[src/rtl/saida_serial_uc.sv]
// Control unit for the serial transmitter: sequences character fetch, frame load,
// bit shifting with an internal baud tick, and end-of-message signalling.
module saida_serial_uc #(
  parameter int CLKS_PER_BIT = 434,
  parameter int N_CARACTERES = 4
) (
  input  logic       clock,
  input  logic       reset,
  input  logic       partida,
  input  logic       fim,
  output logic       proximo,
  output logic       carrega,
  output logic       desloca,
  output logic       conta,
  output logic       pronto,
  output logic       ocupado,
  output logic [3:0] db_estado
);

  localparam int TICK_W = $clog2(CLKS_PER_BIT);
  localparam int CHAR_W = $clog2(N_CARACTERES + 1);
  localparam logic [TICK_W-1:0] TICK_LAST = TICK_W'(CLKS_PER_BIT - 1);
  localparam logic [CHAR_W-1:0] CHAR_LAST = CHAR_W'(N_CARACTERES - 1);

  typedef enum logic [3:0] {
    INICIAL      = 4'd0,
    PEDE         = 4'd1,
    CARREGA      = 4'd2,
    ESPERA       = 4'd3,
    DESLOCA      = 4'd4,
    TESTA        = 4'd5,
    ESPERA_FINAL = 4'd6,
    FINAL        = 4'd7
  } estado_t;

  estado_t            estado, prox_estado;
  logic [TICK_W-1:0]  tick_cnt;
  logic [CHAR_W-1:0]  char_cnt;
  logic               tick;
  logic               ultimo;

  assign tick   = (tick_cnt == TICK_LAST);
  assign ultimo = (char_cnt == CHAR_LAST);

  always_ff @(posedge clock or negedge reset) begin
    if (!reset) estado <= INICIAL;
    else        estado <= prox_estado;
  end

  always_comb begin
    prox_estado = estado;
    case (estado)
      INICIAL:      if (partida) prox_estado = PEDE;
      PEDE:         prox_estado = CARREGA;
      CARREGA:      prox_estado = ESPERA;
      ESPERA:       if (tick) prox_estado = DESLOCA;
      DESLOCA:      prox_estado = TESTA;
      TESTA:        prox_estado = fim ? ESPERA_FINAL : ESPERA;
      ESPERA_FINAL: if (tick) prox_estado = ultimo ? FINAL : PEDE;
      FINAL:        prox_estado = INICIAL;
      default:      prox_estado = INICIAL;
    endcase
  end

  // Loading 1 in CARREGA compensates for the cycle spent there, so the start
  // bit lasts a full bit period just like every following bit.
  always_ff @(posedge clock or negedge reset) begin
    if (!reset) begin
      tick_cnt <= '0;
    end else begin
      case (estado)
        INICIAL:                             tick_cnt <= '0;
        CARREGA:                             tick_cnt <= TICK_W'(1);
        ESPERA, DESLOCA, TESTA, ESPERA_FINAL: tick_cnt <= tick ? '0 : tick_cnt + 1'b1;
        default:                             tick_cnt <= tick_cnt;
      endcase
    end
  end

  always_ff @(posedge clock or negedge reset) begin
    if (!reset) begin
      char_cnt <= '0;
    end else if (estado == INICIAL && partida) begin
      char_cnt <= '0;
    end else if (estado == ESPERA_FINAL && tick && !ultimo) begin
      char_cnt <= char_cnt + 1'b1;
    end
  end

  always_comb begin
    proximo   = (estado == PEDE);
    carrega   = (estado == CARREGA);
    desloca   = (estado == DESLOCA);
    conta     = (estado == DESLOCA);
    pronto    = (estado == FINAL);
    ocupado   = (estado != INICIAL);
    db_estado = estado;
  end

endmodule

[config.mk]
export PLATFORM = sky130hd
export DESIGN_NAME = saida_serial_uc
export DESIGN_NICKNAME = d
export VERILOG_FILES = /design/src/rtl/saida_serial_uc.sv
export SDC_FILE = /design/constraint.sdc
export NUM_CORES = 1
export LEC_CHECK = 0
export ABC_AREA = 1
export CAP_MARGIN = 25
export CORE_MARGIN = 5
export CORE_UTILIZATION = 58
export CTS_CLUSTER_SIZE = 12
export DETAILED_ROUTE_END_ITERATION = 8
export PLACE_DENSITY = 0.94
export SYNTH_ARGS = -nofsm -noshare
export SYNTH_HDL_FRONTEND = slang
export SYNTH_SLANG_ARGS = --single-unit
[constraint.sdc]
create_clock -name clock -period 3 [get_ports clock]
set_input_delay 0.45 -clock clock [delete_from_list [all_inputs] [get_ports clock]]
set_output_delay 0.45 -clock clock [all_outputs]
set_load 0.03 [all_outputs]
After elaboration in Yosys (flattened, before gate mapping)
Index checks and enable logic that the tools add are counted.
{"block": "classes", "addsub": 2, "eq_ne": 12, "reduce_logical": 10, "muxes": 10}
{"cell": "$pmux 4 s7", "n": 1}
{"cell": "$pmux 9 s3", "n": 1}
{"cell": "$eq 4x3->1 const B", "n": 4}
{"cell": "$mux 3", "n": 4}
{"cell": "$mux 4", "n": 3}
{"cell": "$add 9x1->9 const B", "n": 1}
{"cell": "$eq 9x9->1 const B", "n": 1}
{"cell": "$mux 9", "n": 1}
{"cell": "$eq 4x2->1 const B", "n": 2}
{"cell": "$ne 2x2->1 const B", "n": 3}
{"cell": "$eq 4x1->1 const B", "n": 1}
{"cell": "$logic_not 4->1", "n": 1}
{"cell": "$reduce_bool 4->1", "n": 1}
{"cell": "$reduce_or 4->1", "n": 1}
{"cell": "$add 3x1->3 const B", "n": 1}
{"cell": "$eq 3x2->1 const B", "n": 1}
{"cell": "$logic_and 1x1->1", "n": 3}
{"cell": "$reduce_and 3->1", "n": 1}
{"cell": "$reduce_bool 3->1", "n": 1}
{"cell": "$reduce_bool 2->1", "n": 1}
{"cell": "$logic_not 1->1", "n": 1}
{"block": "word_totals", "output_inout_bits": 10, "reg_bits": 16}

Depth between registers and ports, before layout
Gate-level depths: netlist (run 1).
{"block": "logic_depth", "word_depth": 5, "ltp_mapped": 8, "depth_no_buf": 8}

Worst setup path after synthesis (run 1)
OpenSTA, ideal clock, no wires.
{"block": "synth_path", "path_type": "register -> output", "from": "reg estado[0] (netlist: db_estado[0])", "to": "out desloca", "path_stages_with_launch": 5, "t_arrival_ps": 1514, "path_slack_ps": 1036, "required_ps": 2550, "n_path_buf": 1, "path_cell_list": "dfrtp_1 > inv_4 > nand2_1 > nor2_1 > buf_4"}
{"block": "synth_between", "elab_chain_cells": 1}
{"item": "from (decl)", "line_no": "36", "rtl": "estado_t estado, prox_estado;"}
{"item": "from (signal assigned)", "line_no": "47", "rtl": "else estado <= prox_estado;"}
{"item": "$eq 4x3->1"}
{"item": "to (decl)", "line_no": "13", "rtl": "output logic desloca,"}
Every way passes these cells.

Final worst setup path (run 1)
{"block": "layout_path", "from": "reg estado[2] (netlist: db_estado[2])", "to": "out pronto"}
{"block": "layout_between", "elab_chain_cells": 1}
{"item": "$eq 4x3->1", "line_no": "95", "rtl": "pronto = (estado == FINAL);"}
{"item": "to (decl)", "line_no": "15", "rtl": "output logic pronto,"}
Every way passes these cells.

==> metrics.csv, run 1 <==
metric;value;unit
max cap viols;0;
outcome;finished clean;
num ports;14;
Critical Path End Type;output port;
Die X;53.1;um
startpoint types;flop;
RD Place Congestion;0.888;
H-tree depth;1;
# resized after CTS;0;
WL final;2150;um
Setup Viol. Count Final;0;
Hold Worst Slack;0.517;ns
Post-CTS Setup Inserts;0;
drt drc;0;
Worst Setup SP;db_estado[2];
ant diodes;0;
LEAKAGE;0.569;nW
crit path buf inv count;2;
syn_area_per_cell;7.43;um2
Core Util, Final;0.701;
Routed Antenna Nets;0;
Slowest-stage cell, CP;clkdlybuf4s50_1;
fin nets;166;
Crit. path cell count;3;
r2r startpoint;char_cnt[0];
Die Y;53.1;um
clock tree buffer depth;2;
layout cells sized above 1;0.134;
final setup TNS;0;ns
worst setup path class;flop to output port;
Rel. slew slack;0.564;
power density over cell area;852;nW/um2
Synth cell types;27;
initial DRC count;43;
sequential share of the synthesized area;0.348;
Slowest Stage Delay on Critical Path;0.71;ns
TritonRoute pass-1 iters;4;
WHS Path Cells;2;
via/cell ratio;5.28;
vias in the first global route;847;
CP Cell Sequence;inv_4 -> nor3_1 -> clkdlybuf4s50_1;
Initial Util;0.617;
CTS tree;built;
mapped cell area;1080;um2
final hold violations;0;
CP delay by family, top;buffers and inverters;
worst skew pair latency;0.29;ns
Worst Hold Class;flop to flop;
Slew Viols, Final;0;
vias;961;
register bit total from synthesis;15;
global-route wire length before repair;3770;um
final worst path period need;2.33;ns
peak supply drop;0.556;mV
antenna violations before repair;0;
highest clock rate;429;MHz
Area Overhead vs Synth;13.6;%
cells on worst reg2reg path;6;
Worst-path clk slew;0.09;ns
CP arrival;1.88;ns
syn_nets;153;
post-DP HPWL;1660;um
hold path startpoint;char_cnt[2];
largest net degree at the start of global routing;16;
crit share post-route;0.776;
# rows;15;
yosys warns;0;
core area;1750;um2
clk sink count;15;
Cells after Synth;145;
RSZ-0062 raised after global routing;no;
global route overflow;0;
worst-margin pin slew;0.652;ns
CTS Buf Count;3;
Avg WL per Cell;11.8;um
worst-path maximum fanout;9;
total power;0.00104;W
final clock skew;0.00144;ns
Root Buffer;clkbuf_4;
I/O Buffers;12;
cts hold-fix bufs;0;
die area;2820;um2
Req. time, crit path;2.55;ns
Total GRT Usage;0.185;
## area by class of cell
cell class,instances,area (um2)
multi-input cells,109,602
fillers,135,522
flip-flops and latches,15,375
repair buffers,12,120
inverters,17,68.8
well taps,25,31.3
clock buffers,4,26.3
## flip-flops by register name, indices dropped and copies added (netlist names)
name and cells:
char_cnt 3, tick_cnt 9, db_estado 3
## synth_stat cells, drive strengths merged
library cell / count / share of area
nor3: 3 / 0.019
nand2: 45 / 0.17
nor2: 15 / 0.070
inv: 17 / 0.064
a21boi: 1 / 0.0070
ha: 4 / 0.046
o21ai: 8 / 0.062
xnor2: 1 / 0.0081
xor2: 2 / 0.016
a21oi: 1 / 0.0046
buf: 4 / 0.029
or2: 1 / 0.0058
dfrtp: 15 / 0.35
nand3: 19 / 0.098
conb: 1 / 0.0035
nand3b: 2 / 0.014
nand4: 6 / 0.035
## through the flow
step	area, um2	std cells	setup slack (ns)
floorplan	1080	145	1.04
global placement	1200	178	1.07
detailed placement	1200	178	0.986
CTS	1220	182	0.659
global route	1220	182	0.580
finish	1220	182	0.671
## layer usage
layer,track usage,share of wire,up-vias
li1,-,-,493
met1,0.236,0.44,437
met2,0.306,0.48,26
met3,0.0338,0.057,5
met4,0.0766,0.021,0
met5,0,0,-
## path summary, 6_finish.rpt
kind | end | slack [ns]
worst min register to register | char_cnt[2] | 0.52
worst max register to register | char_cnt[1] | 1.51
min in group asynchronous | char_cnt[2] | 0.56
worst min-delay path | char_cnt[2] | 0.52
max in group asynchronous | tick_cnt[7] | 2.03
worst max-delay path | pronto | 0.67
## layout by cell type, fill, tap and decap left out, drive strengths merged
master and count:
or2 1, dfrtp 15, nand2 45, o21ai 8
nor2 15, xnor2 1, inv 17, xor2 2
a21boi 1, conb 1, clkdlybuf4s50 12, nand3 19
nand3b 2, a21oi 1, clkbuf 4, ha 4
nand4 6, nor3 3
## where the power goes
group          internal (W)  switching [W]
clock network     0.0000518      0.0000649
registers          0.000243      0.0000783
logic              0.000217       0.000387
total              0.000513       0.000530
## worst register-to-register path, stage by stage, from the launching register on
cell and delay, ns:
dfrtp_1 0.41, ha_1 0.21, ha_1 0.21, nor3_2 0.29, nand2_1 0.13, nand3_1 0.08
nand2_1 0.06
## kinds of logic (layout without fill, tap and decap cells)
| group | count (synthesis) | count (layout) | share of synthesized area |
|---|---|---|---|
| simple gates | 91 | 91 | 0.411 |
| other cells | 1 | 1 | 0.00348 |
| flops | 15 | 15 | 0.348 |
| buf+inv | 21 | 33 | 0.0929 |
| compound gates | 10 | 10 | 0.0732 |
| fa+ha+maj | 4 | 4 | 0.0465 |
| xor+xnor | 3 | 3 | 0.0244 |
No activity file was read; power rests on OpenSTA's default activity.
==> inputs of run 2 (changes only) <==
--- a/config.mk
+++ b/config.mk
@@ -8,10 +8,10 @@
 export ABC_AREA = 1
 export CAP_MARGIN = 25
 export CORE_MARGIN = 5
-export CORE_UTILIZATION = 58
+export CORE_UTILIZATION = 54
 export CTS_CLUSTER_SIZE = 12
 export DETAILED_ROUTE_END_ITERATION = 8
-export PLACE_DENSITY = 0.94
+export PLACE_DENSITY = 0.89
 export SYNTH_ARGS = -nofsm -noshare
 export SYNTH_HDL_FRONTEND = slang
 export SYNTH_SLANG_ARGS = --single-unit
==> constraint.sdc (replaced) <==
create_clock -name clock -period 2.2 [get_ports clock]
set_input_delay 0.33 -clock clock [delete_from_list [all_inputs] [get_ports clock]]
set_output_delay 0.33 -clock clock [all_outputs]
set_load 0.03 [all_outputs]
==> metrics.csv, run 2 (same netlist as run 1, synthesis figures left out) <==
metric;value;unit
Setup Viol. Count Final;0;
Total GRT Usage;0.173;
Register Area;377;um2
startpoint types;flop;
cells on worst reg2reg path;6;
TritonRoute pass-1 iters;4;
num ports;14;
global-route wire length before repair;3710;um
global route overflow;0;
drt drc;0;
Post-CTS Setup Inserts;0;
Req. time, crit path;1.87;ns
Crit Reg-Reg Endpoint;char_cnt[1];
area of the multi-input gates;602;um2
vias;996;
Worst-path clk slew;0.08;ns
total power;0.00142;W
CP endpoint;ocupado;
CP arrival;1.75;ns
WL final;2220;um
number of flip-flops in the largest register;9;
max cap viols;0;
vias in the first global route;885;
Initial Util;0.561;
clk sink count;15;
worst skew pair latency;0.28;ns
commonest non-fill, non-tap cell in the layout;nand2_1;
CTS tree;built;
RD Place Congestion;0.919;
power density over cell area;1150;nW/um2
Die Y;54.7;um
post-DP HPWL;1750;um
largest net degree at the start of global routing;16;
worst reg2reg setup slack;0.67;ns
Slowest-stage cell, CP;clkdlybuf4s50_1;
LEAKAGE;0.636;nW
core area;1920;um2
Hold Worst Slack;0.454;ns
Routed Antenna Nets;0;
initial DRC count;17;
layout cells sized above 1;0.140;
crit share post-route;0.945;
clock tree buffer depth;2;
Area Overhead vs Synth;14.9;%
CP Cell Sequence;inv_1 -> nand3_1 -> clkdlybuf4s50_1;
antenna violations before repair;0;
final clock skew;0.000552;ns
final hold violations;0;
fin nets;166;
CTS Buf Count;3;
H-tree depth;1;
Slew Viols, Final;0;
fill cell count;163;
die area;2990;um2
worst setup path class;flop to output port;
r2r startpoint;char_cnt[0];
Die X;54.7;um
Worst Setup SP;db_estado[1];
Root Buffer;clkbuf_4;
Slowest Stage Delay on Critical Path;0.68;ns
peak supply drop;0.698;mV
# rows;16;
worst-path maximum fanout;8;
commonest cells after routing, fill and taps aside;nand2_1 (41), nand3_1 (17), inv_1 (15), dfrtp_1 (14), nor2_1 (13);
Critical Path End Type;output port;
via/cell ratio;5.41;
Reg with most FFs;tick_cnt;
highest clock rate;481;MHz
Avg WL per Cell;12.1;um
Worst Hold Class;input port to async pin;
Rel. slew slack;0.551;
worst-margin pin slew;0.672;ns
outcome;finished clean;
final worst path period need;2.08;ns
I/O Buffers;12;
ant diodes;0;
==> run 2: through the flow <==
step                      utilization  cells  setup WS [ns]  TNS (ns)  instance area [um2]
after floorplan                     -    145          0.356         0                 1080
after global placement          0.624    180          0.391         0                 1200
after detailed placement        0.624    180          0.333         0                 1200
after CTS                       0.638    184         0.0152         0                 1230
after global routing            0.644    184       -0.00374  -0.00374                 1240
final                           0.644    184          0.121         0                 1240
==> run 2: worst min-delay path by stage <==
stage                           start          end  slack, ns  cells past startpoint
final                           reset  char_cnt[1]       0.45                      1
after global routing            reset  char_cnt[1]       0.49                      1
after CTS                       reset  char_cnt[1]       0.47                      1
after detailed placement  char_cnt[2]  char_cnt[2]       0.50                      2
after global placement    char_cnt[2]  char_cnt[2]       0.49                      2
after floorplan                 reset  char_cnt[0]       0.03                      0
==> run 2: where the power goes <==
group / total (W) / internal, W / switching [W]
logic: 0.000819 / 0.000294 / 0.000525
clock network: 0.000155 / 0.0000703 / 0.0000843
registers: 0.000444 / 0.000333 / 0.000111
==> run 2: metal layers <==
layer | GRT usage | wire length [um] | vias to the layer above
met3 | 0.0163 | 101 | 4
li1 | - | - | 490
met5 | 0 | 0 | -
met1 | 0.215 | 942 | 483
met2 | 0.289 | 1140 | 19
met4 | 0.0954 | 35 | 0
==> run 2: final cells by class <==
class                      count  area share
tap                           27      0.0273
timing repair buffer          12       0.105
clock buffer                   4      0.0212
inverter                      17      0.0556
multi-input combinational    109       0.486
sequential                    15       0.304
==> run 2: repair_timing <==
item / in CTS / in global routing
gates resized for setup: 0 / 5
setup endpoints to repair: 0 / 4
hold buffers: 0 / 0
==> run 2: critical path, delay by kind of cell, from the launching register on <==
family	cells	cell delay [ns]
buffers and inverters	2	0.84
flip-flops	1	0.50
AND/OR/NAND/NOR	1	0.13
